### config.mk
export PLATFORM = sky130hd
export DESIGN_NAME = hazard_stall_ctrl
export DESIGN_NICKNAME = d
export VERILOG_FILES = /design/src/rtl/hazard_stall_ctrl.sv
export SDC_FILE = /design/constraint.sdc
export NUM_CORES = 1
export LEC_CHECK = 0
export CORE_UTILIZATION = 45
export DETAILED_ROUTE_END_ITERATION = 7
export DONT_BUFFER_PORTS = 1
export HOLD_SLACK_MARGIN = 0.1
export PLACE_DENSITY = 0.66
export SKIP_LAST_GASP = 1
export SYNTH_ARGS = -nofsm -noshare
export SYNTH_HDL_FRONTEND = slang
export SYNTH_SLANG_ARGS = --single-unit
### constraint.sdc
create_clock -name clk -period 2.2 [get_ports clk]
set_input_delay 0.44 -clock clk [delete_from_list [all_inputs] [get_ports clk]]
set_output_delay 0.44 -clock clk [all_outputs]
set_load 0.05 [all_outputs]
### src/rtl/hazard_stall_ctrl.sv
// Pipeline sequencing controller: load-use bubbles, branch flush of IF_ID,
// and whole-pipe freeze while a multi-cycle data-memory access is outstanding.
module hazard_stall_ctrl #(
  parameter int LOAD_STALL_CYCLES = 1,
  parameter int MEM_TIMEOUT       = 255,
  parameter int CNT_W             = 16
) (
  input  logic             clk,
  input  logic             rst,
  input  logic [4:0]       id_rs_addr,
  input  logic [4:0]       id_rt_addr,
  input  logic             id_uses_rt,
  input  logic             ex_mem_read,
  input  logic [4:0]       ex_rt_addr,
  input  logic             branch_taken,
  input  logic             mem_req,
  input  logic             mem_ready,
  output logic             pc_write,
  output logic             ifid_write,
  output logic             ifid_flush,
  output logic             idex_write,
  output logic             idex_bubble,
  output logic             exmem_write,
  output logic [1:0]       state,
  output logic [CNT_W-1:0] stall_count,
  output logic             timeout_err
);

  localparam int SCNT_W = (LOAD_STALL_CYCLES > 1) ? $clog2(LOAD_STALL_CYCLES + 1) : 1;
  localparam int WCNT_W = $clog2(MEM_TIMEOUT + 1);

  typedef enum logic [1:0] {
    RUN     = 2'd0,
    STALL   = 2'd1,
    MEMWAIT = 2'd2
  } state_t;

  typedef struct packed {
    logic pc;
    logic ifid;
    logic flush;
    logic idex;
    logic bubble;
    logic exmem;
  } ctl_t;

  localparam ctl_t CTL_PASS   = '{pc: 1'b1, ifid: 1'b1, flush: 1'b0, idex: 1'b1, bubble: 1'b0, exmem: 1'b1};
  localparam ctl_t CTL_FREEZE = '{pc: 1'b0, ifid: 1'b0, flush: 1'b0, idex: 1'b0, bubble: 1'b0, exmem: 1'b0};
  localparam ctl_t CTL_BUBBLE = '{pc: 1'b0, ifid: 1'b0, flush: 1'b0, idex: 1'b1, bubble: 1'b1, exmem: 1'b1};

  state_t              cur_state, nxt_state;
  logic [SCNT_W-1:0]   scnt, scnt_nxt;
  logic [WCNT_W-1:0]   wcnt, wcnt_nxt;
  logic                to_set;
  logic                apply_run, check_mem;
  ctl_t                ctl;

  logic load_haz, mem_stall;
  assign load_haz  = ex_mem_read && (ex_rt_addr != 5'd0) &&
                     ((ex_rt_addr == id_rs_addr) || (id_uses_rt && (ex_rt_addr == id_rt_addr)));
  assign mem_stall = mem_req && !mem_ready;

  always_comb begin
    // NOTE: every signal gets a default before the case so no path leaves it unassigned (no latches).
    ctl       = CTL_PASS;
    nxt_state = cur_state;
    scnt_nxt  = scnt;
    wcnt_nxt  = wcnt;
    to_set    = 1'b0;
    apply_run = 1'b0;
    check_mem = 1'b0;

    case (cur_state)
      RUN: begin
        apply_run = 1'b1;
        check_mem = 1'b1;
      end
      STALL: begin
        if (mem_stall) begin
          ctl       = CTL_FREEZE;
          nxt_state = MEMWAIT;
          wcnt_nxt  = WCNT_W'(1);
        end else begin
          ctl      = CTL_BUBBLE;
          scnt_nxt = scnt - SCNT_W'(1);
          if (scnt == SCNT_W'(1)) nxt_state = RUN;
        end
      end
      MEMWAIT: begin
        if (mem_ready) begin
          apply_run = 1'b1;
        end else if (wcnt >= WCNT_W'(MEM_TIMEOUT)) begin
          // Abandon the access: release the pipe and flag the error.
          to_set    = 1'b1;
          nxt_state = RUN;
        end else begin
          ctl      = CTL_FREEZE;
          wcnt_nxt = wcnt + WCNT_W'(1);
        end
      end
      default: begin
        ctl       = CTL_FREEZE;
        nxt_state = RUN;
      end
    endcase

    // Shared RUN rules; also used on the MEMWAIT release cycle (minus the mem check).
    if (apply_run) begin
      if (check_mem && mem_stall) begin
        ctl       = CTL_FREEZE;
        nxt_state = MEMWAIT;
        wcnt_nxt  = WCNT_W'(1);
      end else if (load_haz) begin
        ctl = CTL_BUBBLE;
        if (LOAD_STALL_CYCLES > 1) begin
          nxt_state = STALL;
          scnt_nxt  = SCNT_W'(LOAD_STALL_CYCLES - 1);
        end else begin
          nxt_state = RUN;
        end
      end else begin
        ctl.flush = branch_taken;
        nxt_state = RUN;
      end
    end
  end

  // Enables are forced low combinationally while reset is held.
  assign pc_write    = !rst && ctl.pc;
  assign ifid_write  = !rst && ctl.ifid;
  assign ifid_flush  = !rst && ctl.flush;
  assign idex_write  = !rst && ctl.idex;
  assign idex_bubble = !rst && ctl.bubble;
  assign exmem_write = !rst && ctl.exmem;
  assign state       = cur_state;

  // NOTE: sequential state uses non-blocking assignments so all registers update from pre-edge values.
  always_ff @(posedge clk or posedge rst) begin
    if (rst) begin
      cur_state   <= RUN;
      scnt        <= '0;
      wcnt        <= '0;
      stall_count <= '0;
      timeout_err <= 1'b0;
    end else begin
      cur_state <= nxt_state;
      scnt      <= scnt_nxt;
      wcnt      <= wcnt_nxt;
      if (!ctl.pc && (stall_count != {CNT_W{1'b1}}))
        stall_count <= stall_count + CNT_W'(1);
      if (to_set)
        timeout_err <= 1'b1;
    end
  end

endmodule
==> metrics <==
CTS H-tree depth 1; clock power share 0.139; Num CTS Buffers 3; Critical Path AT 1.73 ns; worst hold path class in -> reg; largest net degree at the start of global routing 27; vias per std cell between 5 and 6; antenna cells 0; post-route ant nets 0; PD cells 780.6 nW/µm²; Crit path required time 1.76 ns; port buffer count 0; Rows 20; Seq pwr share 0.420; Post-synth ARST share 1.000; RSZ-0062 raised after global routing true; gr ovfl total 0; NetSw 0.0006022 W; Fin Setup TNS 0 ns; Die H around 60 µm; Seq cells post-synth 26; core region area 3078 µm²; status complete, no violations; IO Pins 47; clock sink count 26; YS warnings 0; Syn Inst Count 154; Comb pwr share 0.441; largest area contributor in the netlist dfrtp_1; pins over their slew limit 0; syn avg cell area 9.514 µm²; area growth from synthesis to layout 27.93%; total chip power about 0.0015 W; clock slew at reported path FFs 0.13 ns; nets 214; DP HPWL 2374 µm; minimum clock period after layout between 2 and 2.5 ns; CTS tree built; CP Capture Type primary output; Worst Skew 0.01110 ns; final wirelength 3217 µm; crit start category register; DRC 0; DR WL/cell roughly 14 µm; Period Utilization, post-route 0.9856; maxcap violations 0; ys flop type dfrtp_1; CP Class reg -> out; final hold violation count 0; Peak supply drop between 0.5 and 0.6 mV; Longest Clk Path Bufs 2; Die ar. approximately 3500 µm²; crit path max fanout 2; share of the synthesized area in the top cell type 0.4441; fmax 461.2 MHz; top cells by area, synth dfrtp_1 44%, xor2_1 8.4%, xnor2_1 7.2%; syn nets between 150 and 200; sequential share of the synthesized area 0.4441; 1st-iter DRT viols 70; mapped cell area 1465 µm²; Cell variety after synth 35; vias in the first global route 1,240; Pre-antenna DRT Iters 4; root buf cell clkbuf_4; switch share 0.4116; EDFF count, synth 0; vias 1,244; Die Wd 59.06 µm; Int Pwr 0.0008608 W; clock latency on the worst-skew pair 0.31 ns; leakage power 0.8381 nW; # setup viols final 0; GP Congestion 0.8725; global-route wire length before repair 5133 µm; initial antenna violation count 0; Initial Util 0.4760; All-Layer GR Usage 0.1941; layout cells sized above 1 0.3280
==> kinds of logic after synthesis <==
kind of cell             after synthesis  synth area share
XOR/XNOR                              26            0.1554
buffers and inverters                  7           0.03074
multiplexers                           4           0.02989
AND/OR/NAND/NOR                       77            0.2758
other                                  1          0.002559
AO/OA/AOI/OAI                         11           0.04441
adder cells (fa/ha/maj)                2           0.01708
flip-flops                            26            0.4441
==> through the flow <==
step | setup WS (ns) | util | std cells | hold slack (ns) | instance area [µm²]
2_1_floorplan | -0.1957 | - | 154 | 0.4607 | 1504
3_3_place_gp | 0.01304 | 0.5748 | 222 | 0.4198 | 1769
3_5_place_dp | -0.01985 | 0.5748 | 222 | 0.4383 | 1769
4_1_cts | -0.008370 | 0.5967 | 228 | 0.4478 | 1837
5_1_grt | -0.07453 | 0.6089 | 233 | 0.4603 | 1874
6_report | 0.03166 | 0.6089 | 233 | 0.4597 | 1874
==> critical path, stage by stage (launching register included) <==
cell and delay (ns):
dfrtp_1 0.42, ha_4 0.16, nand4_1 0.14, nor2_1 0.12, nor2_1 0.06, or2_4 0.24, nor2_4 0.10, buf_12 0.18
==> power by group through the flow <==
stage                     logic [W]  clock network, W  registers, W
after floorplan            0.000218                 0      0.000835
after global placement     0.000581                 0      0.000616
after detailed placement   0.000596                 0      0.000619
after CTS                  0.000618          0.000215      0.000617
after global routing       0.000697          0.000239      0.000624
final                      0.000645          0.000204      0.000615
==> timing repair <==
action	4_1_cts	5_1_grt
buffers inserted	1	5
pin swaps	1	1
endpoints found under the hold margin	26	0
resized for setup	5	0
hold buffers	1	0
setup endpoints to repair	4	4
==> Yosys cell counts (2+ instances only) <==
cell and number:
a21oi_1 4, and3_1 2, buf_4 3, dfrtp_1 26, ha_1 2, inv_1 3, mux2_2 2, nand2_1 14
nand2b_1 2, nand3_1 9, nand4_1 5, nor2_1 19, nor3_1 11, nor4_1 3, o21ai_0 3, or2_2 3
xnor2_1 12, xor2_1 14
==> routing by layer <==
layer,wire length (µm),part of all wire,vias to the layer above,global-route usage
met1,1308,0.41,588,0.2320
li1,-,-,598,-
met3,206,0.064,6,0.03057
met5,0,0,-,0
met2,1647,0.51,52,0.3490
met4,53,0.016,0,0.07483
==> cells in the final DEF, fill, tap and decap left out, drive strengths merged, types with 3 or more instances in the layout <==
| master | instances |
|---|---|
| nor3 | 11 |
| nand2 | 14 |
| nor2 | 19 |
| a21oi | 4 |
| clkbuf | 4 |
| xor2 | 14 |
| nand4 | 5 |
| xnor2 | 12 |
| nand3 | 11 |
| dfrtp | 26 |
| or2 | 3 |
| mux2 | 3 |
| nor4 | 3 |
| o21ai | 3 |
| buf | 34 |
| inv | 3 |
==> registers in the layout, indices dropped and copies added, names as in the netlist <==
name / cells
stall_count: 16
wcnt: 8
timeout_err: 1
state: 1
==> worst paths after layout <==
| check | from | endpoint | slack, ns | cells past startpoint |
|---|---|---|---|---|
| worst max register to register | wcnt[1] | stall_count[8] | 0.20 | 8 |
| worst min register to register | wcnt[5] | wcnt[5] | 0.60 | 2 |
| max in group asynchronous | rst | stall_count[3] | 1.28 | 3 |
| min in group asynchronous | rst | stall_count[12] | 0.65 | 3 |
| worst max-delay path | wcnt[1] | idex_write | 0.03 | 7 |
| worst min-delay path | mem_ready | wcnt[3] | 0.46 | 3 |
==> area by class of cell <==
cell class | count | area (µm²)
clock buffer | 4 | 26.28
fill | 270 | 1204
inverter | 3 | 11.26
multi-input combinational | 121 | 817.0
sequential | 26 | 661.9
tap | 44 | 55.05
timing repair buffer | 35 | 302.8
Note: power is estimated with default switching activity, not from simulation.
